### src/rtl/gcd_initiator.sv
// gcd_initiator: sequences one GCD command at a time through an external
// engine, then returns the result (or a timeout abort) downstream.
//
// Ports:
//   clk_i, rst_i                   clock, async active-high reset
//   cmd_valid_i/cmd_ready_o        upstream command handshake
//   cmd_a_i, cmd_b_i               command operands
//   eng_valid_o, eng_a_o, eng_b_o  one-cycle start pulse + operands to engine
//   eng_valid_i, eng_gcd_i         engine result pulse + value
//   rsp_valid_o/rsp_ready_i        downstream response handshake
//   rsp_gcd_o, rsp_err_o           result, timeout-abort flag
//   busy_o                         high whenever not IDLE
//   done_cnt_o                     saturating count of response handshakes
module gcd_initiator #(
  parameter int WIDTH   = 8,
  parameter int TIMEOUT = 1023
) (
  input  logic             clk_i,
  input  logic             rst_i,
  input  logic             cmd_valid_i,
  output logic             cmd_ready_o,
  input  logic [WIDTH-1:0] cmd_a_i,
  input  logic [WIDTH-1:0] cmd_b_i,
  output logic             eng_valid_o,
  output logic [WIDTH-1:0] eng_a_o,
  output logic [WIDTH-1:0] eng_b_o,
  input  logic             eng_valid_i,
  input  logic [WIDTH-1:0] eng_gcd_i,
  output logic             rsp_valid_o,
  input  logic             rsp_ready_i,
  output logic [WIDTH-1:0] rsp_gcd_o,
  output logic             rsp_err_o,
  output logic             busy_o,
  output logic [15:0]      done_cnt_o
);

  typedef enum logic [1:0] {IDLE, ISSUE, WAIT, RESP} state_t;

  localparam logic [15:0] TMO_LAST = 16'(TIMEOUT - 1);

  state_t           state_q, state_d;
  logic [WIDTH-1:0] a_q, b_q, gcd_q;
  logic             err_q;
  logic [15:0]      tmo_q, done_q;

  logic cmd_hs, zero_op, eng_hit, tmo_hit, rsp_hs;

  assign cmd_hs  = cmd_valid_i && (state_q == IDLE);
  assign zero_op = (cmd_a_i == '0) || (cmd_b_i == '0);
  // A result on the expiry cycle takes priority over the abort.
  assign eng_hit = (state_q == WAIT) && eng_valid_i;
  assign tmo_hit = (state_q == WAIT) && !eng_valid_i && (tmo_q == TMO_LAST);
  assign rsp_hs  = (state_q == RESP) && rsp_ready_i;

  always_comb begin
    state_d = state_q;
    case (state_q)
      IDLE:    if (cmd_hs) state_d = zero_op ? RESP : ISSUE;
      ISSUE:   state_d = WAIT;
      WAIT:    if (eng_hit || tmo_hit) state_d = RESP;
      RESP:    if (rsp_hs) state_d = IDLE;
      default: state_d = IDLE;
    endcase
  end

  always_ff @(posedge clk_i or posedge rst_i) begin
    if (rst_i) begin
      state_q <= IDLE;
      a_q     <= '0;
      b_q     <= '0;
      gcd_q   <= '0;
      err_q   <= 1'b0;
      tmo_q   <= '0;
      done_q  <= '0;
    end else begin
      state_q <= state_d;
      if (cmd_hs) begin
        a_q <= cmd_a_i;
        b_q <= cmd_b_i;
        // gcd(0,x) = x, so the OR of the operands is the answer directly.
        if (zero_op) begin
          gcd_q <= cmd_a_i | cmd_b_i;
          err_q <= 1'b0;
        end
      end
      if (eng_hit) begin
        gcd_q <= eng_gcd_i;
        err_q <= 1'b0;
      end else if (tmo_hit) begin
        gcd_q <= '0;
        err_q <= 1'b1;
      end
      // Cleared while issuing so it reads 0 on the first WAIT cycle.
      if (state_q == ISSUE)
        tmo_q <= '0;
      else if ((state_q == WAIT) && !eng_valid_i)
        tmo_q <= tmo_q + 16'd1;
      if (rsp_hs && (done_q != 16'hFFFF))
        done_q <= done_q + 16'd1;
    end
  end

  assign cmd_ready_o = (state_q == IDLE);
  assign eng_valid_o = (state_q == ISSUE);
  assign eng_a_o     = a_q;
  assign eng_b_o     = b_q;
  assign rsp_valid_o = (state_q == RESP);
  assign rsp_gcd_o   = gcd_q;
  assign rsp_err_o   = err_q;
  assign busy_o      = (state_q != IDLE);
  assign done_cnt_o  = done_q;

endmodule

### config.mk
export PLATFORM = sky130hd
export DESIGN_NAME = gcd_initiator
export DESIGN_NICKNAME = d
export VERILOG_FILES = /design/src/rtl/gcd_initiator.sv
export SDC_FILE = /design/constraint.sdc
export NUM_CORES = 1
export LEC_CHECK = 0
export ABC_AREA = 1
export CAP_MARGIN = 30
export CELL_PAD_IN_SITES_DETAIL_PLACEMENT = 0
export CELL_PAD_IN_SITES_GLOBAL_PLACEMENT = 1
export CORE_MARGIN = 2
export CORE_UTILIZATION = 36
export CTS_CLUSTER_SIZE = 40
export DETAILED_ROUTE_END_ITERATION = 16
export GPL_TIMING_DRIVEN = 0
export PLACE_DENSITY_LB_ADDON = 0.3
export SYNTH_ARGS = -nofsm -noshare
export SYNTH_HDL_FRONTEND = slang
export SYNTH_SLANG_ARGS = --single-unit
### constraint.sdc
create_clock -name clk_i -period 2.5 [get_ports clk_i]
set_input_delay 0.375 -clock clk_i [delete_from_list [all_inputs] [get_ports clk_i]]
set_output_delay 0.375 -clock clk_i [all_outputs]
set_load 0.01 [all_outputs]
-- Yosys cells after proc, flatten, opt, wreduce, memory -nomap -nowiden
Index checks and enable logic that the tools add are counted.
- register bits: 59
- word-level logic and storage cells: 51
- bits of input ports: 29
- eq/ne operators: 8
- bitwise logic cells: 1
- mux-type cells: 15
- reductions and logical operators: 18
- $add $sub $neg: 2
- operators with widths (cell ; count):
    $add 16x1->16 const B ; 2
    $mux 16 ; 2
    $mux 8 ; 4
    $eq 16x10->1 const B ; 1
    $logic_not 8->1 ; 2
    $ne 16x16->1 const B ; 1
    $mux 2 ; 4
    $or 8x8->8 ; 1
    $pmux 2 s4 ; 1
    $logic_and 1x1->1 ; 6
    $reduce_bool 3->1 ; 2
    $eq 2x2->1 const B ; 2
    $mux 1 ; 4
    $ne 2x1->1 const B ; 2
    $reduce_bool 2->1 ; 2
    $reduce_and 3->1 ; 1
    $eq 2x1->1 const B ; 1
    $logic_not 2->1 ; 1
    $logic_or 1x1->1 ; 2
    $ne 2x2->1 const B ; 1
    $reduce_and 2->1 ; 1
    $logic_not 1->1 ; 1

-- Longest topological paths before layout
Gate-level depths: netlist of run 1.
- word-level depth: 6
- gate-level depth with buffers: 12

-- Worst setup path before layout of run 1
Ideal clock, no wire load.
- path type: register -> register
- from: register state_q[0]
- to: register gcd_q[0] (netlist: rsp_gcd_o[0])
- stages on the path, launching flop included: 13
- period minus slack after synthesis: 1631 ps
- data arrival time: 1514 ps
- required time: 2383 ps
- setup time: 117 ps
- path buffers: 1
- path slack: 869 ps
- cell sequence: dfrtp_1 -> inv_1 -> ha_1 -> inv_2 -> nor2_4 -> nand2_1 -> nor2_2 -> nand3_2 -> buf_6 -> nand3_1 -> nand2_1 -> nand2_1 -> nand2_1
- cells in the longest elaborated chain, start to end: 5
- ends and longest elaborated chain (what ; RTL line ; text):
    from (decl) ; 41 ; state_t state_q, state_d;
    from (signal assigned) ; 76 ; state_q <= state_d;
    $eq 2x2->1 ; 51, 52 ;
    $logic_and 1x1->1 (2 in a row) ; 52 ; assign tmo_hit = (state_q == WAIT) && !eng_valid_i && (tmo_q == TMO_LAST);
    $reduce_bool 3->1 (no line) / $mux 8 (equally long branches) ; -- ;
    $reduce_and 2->1 (no line) / $mux 8 (equally long branches) ; -- ;
    to (signal assigned) ; 82 ; gcd_q <= cmd_a_i | cmd_b_i;
    to (signal assigned) ; 87 ; gcd_q <= eng_gcd_i;
    to (decl) ; 42 ; logic [WIDTH-1:0] a_q, b_q, gcd_q;
Parallel ways exist; a longest one is shown, timed or not.
A chain may end at the register's enable or synchronous reset.

-- Final worst setup path of run 1
- from: register state_q[1]
- to: output eng_valid_o
- cells in the longest elaborated chain, start to end: 1
- ends and longest elaborated chain (what ; RTL line ; text):
    $eq 2x1->1 ; 104 ; assign eng_valid_o = (state_q == ISSUE);
    to (decl) ; 24 ; output logic eng_valid_o,
Every way passes these cells.

==> metrics.csv, run 1 <==
stage,metric,value,unit
timing,fin. max-slew vios,0,
clock_network,# resized after CTS,0,
timing,maximum clock frequency,0.4593,GHz
drt,metal3 WL,412,microns
synth,synth unique cells,28,
timing,Final Hold Fails,0,
finish,share of cells above drive strength 1,6.655,%
synth,Yosys reg bits,59,
pwr,total power,3.713,mW
synth,yosys warns,0,
clock_network,hold buffer count at cts,0,
finish,ANT cells,0,
worst_setup_path,CP bufs+invs,2,
drt,M1 wire length,4121,microns
pwr,power per cell area,837.3,nW/um^2
timing,"Min Clock Period, post-route",2177,ps
worst_setup_path,CP Capture Type,output port,
pwr,Max VDD drop,0.5380,mV
pwr,Switching Power,1.361,mW
clock_network,CTS buffer count,9,
global_route,global-route wire length before repair,14750,microns
pwr,combinational fraction of design power,41.0,%
placed_design,Placer Congestion,0.8645,
worst_setup_path,CP top delay family,buffers and inverters,
synth,post-synth top area share,43.72,%
clock_network,"Clk Latency, worst-skew pair",330,ps
clock_network,CTS tree,yes,
placed_design,I/O Buffers,73,
finish,Final Non-Filler Cells,667,
worst_setup_path,FF-to-FF path depth,12,
die,Die Width,100.9,microns
worst_setup_path,CP Launch Type,flip-flop,
outcome,run status,finished clean,
placed_design,Post-DP HPWL,6726,microns
clock_network,setup bufs post-CTS,0,
drt,WL met2,4086,microns
worst_setup_path,"Critical Path, Cell by Cell",inv_1 > ha_1 > clkdlybuf4s50_1,
die,Initial Utilization,36.90,%
timing,headroom to the max-slew limit,62.48,%
hold_path,Hold/Removal Path Class,in2async,
finish,Final nets,589,
drt,Detailed Route Iter0 Violations,100,
global_route,total track usage,18.32,%
clock_network,clock sink count,59,
synth,post-synthesis sequential area ratio,43.72,%
pwr,Seq pwr share,38.5,%
clock_network,CTS H-tree lvls,3,
clock_network,"CTS clk-pin slew, worst paths",70,ps
timing,setup TNS,0,ps
synth,area of the mapped netlist,3377,sq um
run,maxcap violations,0,
timing,endpoints failing setup,0,
drt,final WL,8709,microns
finish,Syn-to-layout area delta,31.31,%
die,die area,10170,sq um
synth,dominant cell type by area after synthesis,dfrtp_1,
drt,vias per cell,4.813,
global_route,initial antenna violation count,0,
placed_design,Cells after DPL,652,
die,IO Pins,74,
pwr,clock share of power,20.5,%
worst_setup_path,critical path peak fanout,7,
worst_setup_path,Max stage delay on crit path,600,ps
synth,syn nets,504,
timing,Slew @ Worst Pin,562.0,ps
pwr,Sw Ratio,36.65,%
drt,vias post-DR,3210,
die,core area,9153,sq um
global_route,largest net degree at the start of global routing,36,
worst_setup_path,r2r startpoint,state_q[0],
clock_network,CTS max path bufs,2,
worst_setup_path,critical path arrival,1800,ps
clock_network,root buffer cell,clkbuf_8,
synth,Synth area leaders,"dfrtp_1, nand2_1, inv_1",
worst_setup_path,critical path data required time,2120,ps
placed_design,area of placed instances,4267,sq um
timing,Clock Skew,7.271,ps
drt,DRC errors left,0,
pwr,Pint,2.352,mW
synth,Mean Syn Cell Area,7.231,sq um
timing,RSZ-0062 raised after global routing,false,
finish,post-route cell area,4434,sq um
placed_design,dpl ws,492.3,ps
drt,drt wl/cell,13.06,microns
worst_setup_path,CP Launch Point,state_q[1],
worst_setup_path,CP max stage cell,clkdlybuf4s50_1,
synth,Synth Instances,467,
timing,Hold WS,407.3,ps
die,die height,100.9,microns
pwr,Pleak,2.129,nW
timing,Final period util,87.09,%
drt,ANT nets after route,0,
die,cell row count,35,
timing,setup slack after layout,322.7,ps
worst_setup_path,Crit Reg-Reg Endpoint,rsp_gcd_o[0],
global_route,vias in the first global route,3130,
worst_setup_path,Crit Path Class,reg2out,
drt,DRT Pass-1 Iters,4,
worst_setup_path,r2r setup slk,600,ps
global_route,GRT Residual Overflow,0,
finish,Final Util,48.45,%
drt,top sig layer,met4,
==> state kept, by name (all words and copies together), names as in the netlist <==
signal,cells
eng_a_o,8
eng_b_o,8
state_q,2
rsp_gcd_o,8
done_cnt_o,16
tmo_q,16
rsp_err_o,1
==> Yosys cell counts, drive strengths merged <==
library cell  count
nand2           176
inv              62
dfrtp            59
nor2             49
o21ai            30
nand3            24
nand4            18
ha                8
nor3              8
a21oi             6
nand3b            6
xor2              6
clkbuf            5
buf               3
and3              2
nor3b             2
xnor2             2
o22ai             1
==> power groups by stage <==
stage | clock network, mW | registers, mW | logic (mW)
CTS | 0.788 | 1.43 | 1.55
finish | 0.762 | 1.43 | 1.52
global route | 0.829 | 1.47 | 1.71
global placement | 0 | 1.45 | 1.52
detailed placement | 0 | 1.44 | 1.54
floorplan | 0 | 1.52 | 0.648
==> worst reg2reg max path: cells and delay by family (launching register included) <==
kind	cells	cell delay [ps]
AND/OR/NAND/NOR	8	770
buffers and inverters	3	390
adder cells (fa/ha/maj)	1	230
flip-flops	1	420
==> worst max-delay path by stage <==
| stage | to | cells past startpoint |
|---|---|---|
| 2_1_floorplan | done_cnt_o[0] | 1 |
| 4_1_cts | eng_valid_o | 3 |
| 3_3_place_gp | tmo_q[13] | 2 |
| 5_1_grt | eng_valid_o | 3 |
| 3_5_place_dp | rsp_gcd_o[0] | 10 |
| 6_report | eng_valid_o | 3 |
==> routing by layer <==
metal  up-vias  track usage [%]
li1       1636                -
met1      1497            25.34
met2        69            29.13
met3         8            3.814
met4         0            5.058
met5         -                0
==> cell families (layout without fill, tap and decap cells) <==
| kind of cell | after synthesis | count (layout) | share of synthesized area, % |
|---|---|---|---|
| buf+inv | 70 | 159 | 8.633 |
| compound gates | 37 | 37 | 5.521 |
| xor+xnor | 8 | 8 | 2.075 |
| flops | 59 | 59 | 43.72 |
| simple gates | 285 | 285 | 37.09 |
| fa+ha+maj | 8 | 8 | 2.964 |
==> placed cells by master, fill, tap and decap left out, drive strengths merged <==
cell           Yosys  final
nand4             18     18
xor2               6      6
clkdlybuf4s50      0     73
nand3             24     24
nand2            176    176
o21ai             30     30
and3               2      2
xnor2              2      2
clkinvlp           0      2
clkbuf             5     15
nor2              49     49
nor3               8      8
inv               62     62
buf                3      4
nand3b             6      6
clkinv             0      3
o22ai              1      1
dfrtp             59     59
ha                 8      8
nor3b              2      2
a21oi              6      6
==> cell type report <==
type / instances / area (sq um)
fillers: 936 / 4718
multi-input cells: 338 / 1609
flip-flops and latches: 59 / 1476
repair buffers: 74 / 750.7
inverters: 62 / 235.2
well taps: 111 / 138.9
clock buffers: 10 / 137.6
plain buffers: 8 / 56.30
clock inverters: 5 / 30.03
Note: power is estimated with default switching activity, not from simulation.
==> run 2: changes to the inputs <==
--- a/config.mk
+++ b/config.mk
@@ -9,7 +9,6 @@
 export CAP_MARGIN = 30
 export CELL_PAD_IN_SITES_DETAIL_PLACEMENT = 0
 export CELL_PAD_IN_SITES_GLOBAL_PLACEMENT = 1
-export CORE_MARGIN = 2
 export CORE_UTILIZATION = 36
 export CTS_CLUSTER_SIZE = 40
 export DETAILED_ROUTE_END_ITERATION = 16
==> run 2 against run 1 <==
Net effect: wire length increased by 0.25%; register-to-register slack improved by 20 ps; maximum frequency decreased by 0.36%; worst hold slack got worse by 38 ps; worst setup slack got worse by 7.8 ps; critical path type unchanged; critical endpoint unchanged; largest power group unchanged.
==> metrics.csv, run 2 (same netlist as run 1, synthesis figures left out) <==
stage,metric,value,unit,change
outcome,run status,finished clean,,unchanged
global_route,total track usage,19.29,%,was 18.32%
finish,ANT cells,0,,unchanged
timing,Final period util,87.41,%,was 87.09%
timing,"Min Clock Period, post-route",2185,ps,was 2177 ps
die,Initial Utilization,37.98,%,was 36.90%
finish,share of cells above drive strength 1,6.822,%,was 6.655%
clock_network,CTS buffer count,9,,unchanged
worst_setup_path,r2r startpoint,state_q[0],,unchanged
timing,Hold WS,369.6,ps,was 407.3 ps
finish,Final Non-Filler Cells,665,,was 667
worst_setup_path,FF-to-FF path depth,12,,unchanged
worst_setup_path,Crit Path Class,reg2out,,unchanged
pwr,Pleak,2.167,nW,was 2.129 nW
worst_setup_path,CP Launch Type,flip-flop,,unchanged
finish,Final Util,50.72,%,was 48.45%
worst_setup_path,critical path data required time,2120,ps,about the same
timing,Final Hold Fails,0,,unchanged
drt,final WL,8731,microns,was 8709 microns
clock_network,CTS tree,yes,,unchanged
global_route,vias in the first global route,3118,,was 3130
clock_network,# resized after CTS,0,,unchanged
timing,Slew @ Worst Pin,494.1,ps,was 562.0 ps
clock_network,root buffer cell,clkbuf_8,,unchanged
timing,fin. max-slew vios,0,,unchanged
global_route,largest net degree at the start of global routing,41,,was 36
placed_design,Placer Congestion,0.8744,,was 0.8645
timing,maximum clock frequency,0.4576,GHz,was 0.4593 GHz
placed_design,Cells after DPL,649,,was 652
clock_network,hold buffer count at cts,0,,unchanged
worst_setup_path,critical path peak fanout,7,,unchanged
pwr,total power,4.013,mW,was 3.713 mW
pwr,Max VDD drop,0.5836,mV,was 0.5380 mV
drt,DRC errors left,0,,unchanged
die,Die Width,98.86,microns,was 100.9 microns
timing,Clock Skew,7.128,ps,was 7.271 ps
pwr,power per cell area,890.0,nW/um^2,was 837.3 nW/um^2
drt,vias per cell,4.823,,was 4.813
drt,DRT Pass-1 Iters,4,,unchanged
clock_network,CTS max path bufs,2,,unchanged
clock_network,"Clk Latency, worst-skew pair",340,ps,was 330 ps
timing,endpoints failing setup,0,,unchanged
finish,"most common cell after layout, fill and taps aside",nand2_1,,unchanged
die,cell row count,34,,was 35
global_route,global-route wire length before repair,14800,microns,was 14750 microns
finish,"commonest non-fill, non-tap cells in the layout","nand2_1, clkdlybuf4s50_1, dfrtp_1, inv_1, nor2_1",,unchanged
worst_setup_path,CP Launch Point,state_q[1],,unchanged
clock_network,"CTS clk-pin slew, worst paths",70,ps,about the same
clock_network,CTS H-tree lvls,3,,unchanged
drt,vias post-DR,3207,,was 3210
drt,ANT nets after route,0,,unchanged
worst_setup_path,critical path arrival,1810,ps,was 1800 ps
worst_setup_path,Crit Reg-Reg Endpoint,rsp_gcd_o[0],,unchanged
timing,headroom to the max-slew limit,67.06,%,was 62.48%
run,maxcap violations,0,,unchanged
die,die height,98.86,microns,was 100.9 microns
die,IO Pins,74,,unchanged
global_route,initial antenna violation count,0,,unchanged
clock_network,setup bufs post-CTS,0,,unchanged
placed_design,dpl ws,517.8,ps,was 492.3 ps
placed_design,Post-DP HPWL,6565,microns,was 6726 microns
clock_network,clock sink count,59,,unchanged
finish,Syn-to-layout area delta,33.53,%,was 31.31%
worst_setup_path,r2r setup slk,620,ps,was 600 ps
drt,Detailed Route Iter0 Violations,96,,was 100
worst_setup_path,CP Capture Type,output port,,unchanged
timing,setup slack after layout,314.8,ps,was 322.7 ps
finish,Layout fillers,884,,was 936
hold_path,Hold/Removal Path Class,in2async,,unchanged
placed_design,I/O Buffers,73,,unchanged
timing,RSZ-0062 raised after global routing,false,,unchanged
die,die area,9772,sq um,was 10170 sq um
finish,Final nets,589,,unchanged
drt,drt wl/cell,13.13,microns,was 13.06 microns
global_route,GRT Residual Overflow,0,,unchanged
die,core area,8891,sq um,was 9153 sq um
run 2: metal layers:
metal	up-vias	part of all wire, %	track usage, %
met5	-	0	0
met4	0	1.0	4.822
met3	8	5.5	5.035
met2	79	48	31.68
met1	1479	46	25.34
li1	1641	-	-
run 2: power breakdown:
part | switching [mW] | internal [mW]
clock | 0.390 | 0.671
combinational | 0.768 | 0.756
sequential | 0.209 | 1.22
total | 1.37 | 2.65
run 2: through the flow:
stage	area, sq um	setup TNS [ps]
3_5_place_dp	4263	0
6_report	4509	0
5_1_grt	4509	0
3_3_place_gp	4243	-32080
4_1_cts	4509	0
2_1_floorplan	3377	0
run 2: area by class of cell:
class / count / area [sq um] / share of cell area (%)
Clock buffer: 13 / 178.9 / 3.968
Multi-Input combinational cell: 338 / 1609 / 35.68
Clock inverter: 3 / 67.56 / 1.498
Buffer: 8 / 56.30 / 1.249
Inverter: 62 / 235.2 / 5.216
Tap cell: 108 / 135.1 / 2.997
Sequential cell: 59 / 1476 / 32.74
Timing Repair Buffer: 74 / 750.7 / 16.65
run 2: how the worst max path moves through the flow:
stage | endpoint | slack [ps] | depth (start not counted)
2_1_floorplan | done_cnt_o[0] | 670 | 1
3_3_place_gp | tmo_q[14] | -550 | 2
3_5_place_dp | rsp_gcd_o[5] | 520 | 10
4_1_cts | eng_valid_o | 290 | 3
5_1_grt | eng_valid_o | 230 | 3
6_report | eng_valid_o | 310 | 3
run 2: critical path, stage by stage (launching register included):
cell and delay (ps):
dfrtp_1 420, inv_1 110, ha_1 340, clkdlybuf4s50_1 600
==> run 3: changes to the inputs <==
--- a/config.mk
+++ b/config.mk
@@ -9,6 +9,7 @@
 export CAP_MARGIN = 30
 export CELL_PAD_IN_SITES_DETAIL_PLACEMENT = 0
 export CELL_PAD_IN_SITES_GLOBAL_PLACEMENT = 1
+export CORE_MARGIN = 2
 export CORE_UTILIZATION = 36
 export CTS_CLUSTER_SIZE = 40
 export DETAILED_ROUTE_END_ITERATION = 16
==> results of run 3 <==
Same layout as run 1: the final DEF is identical, and so are final timing and power.
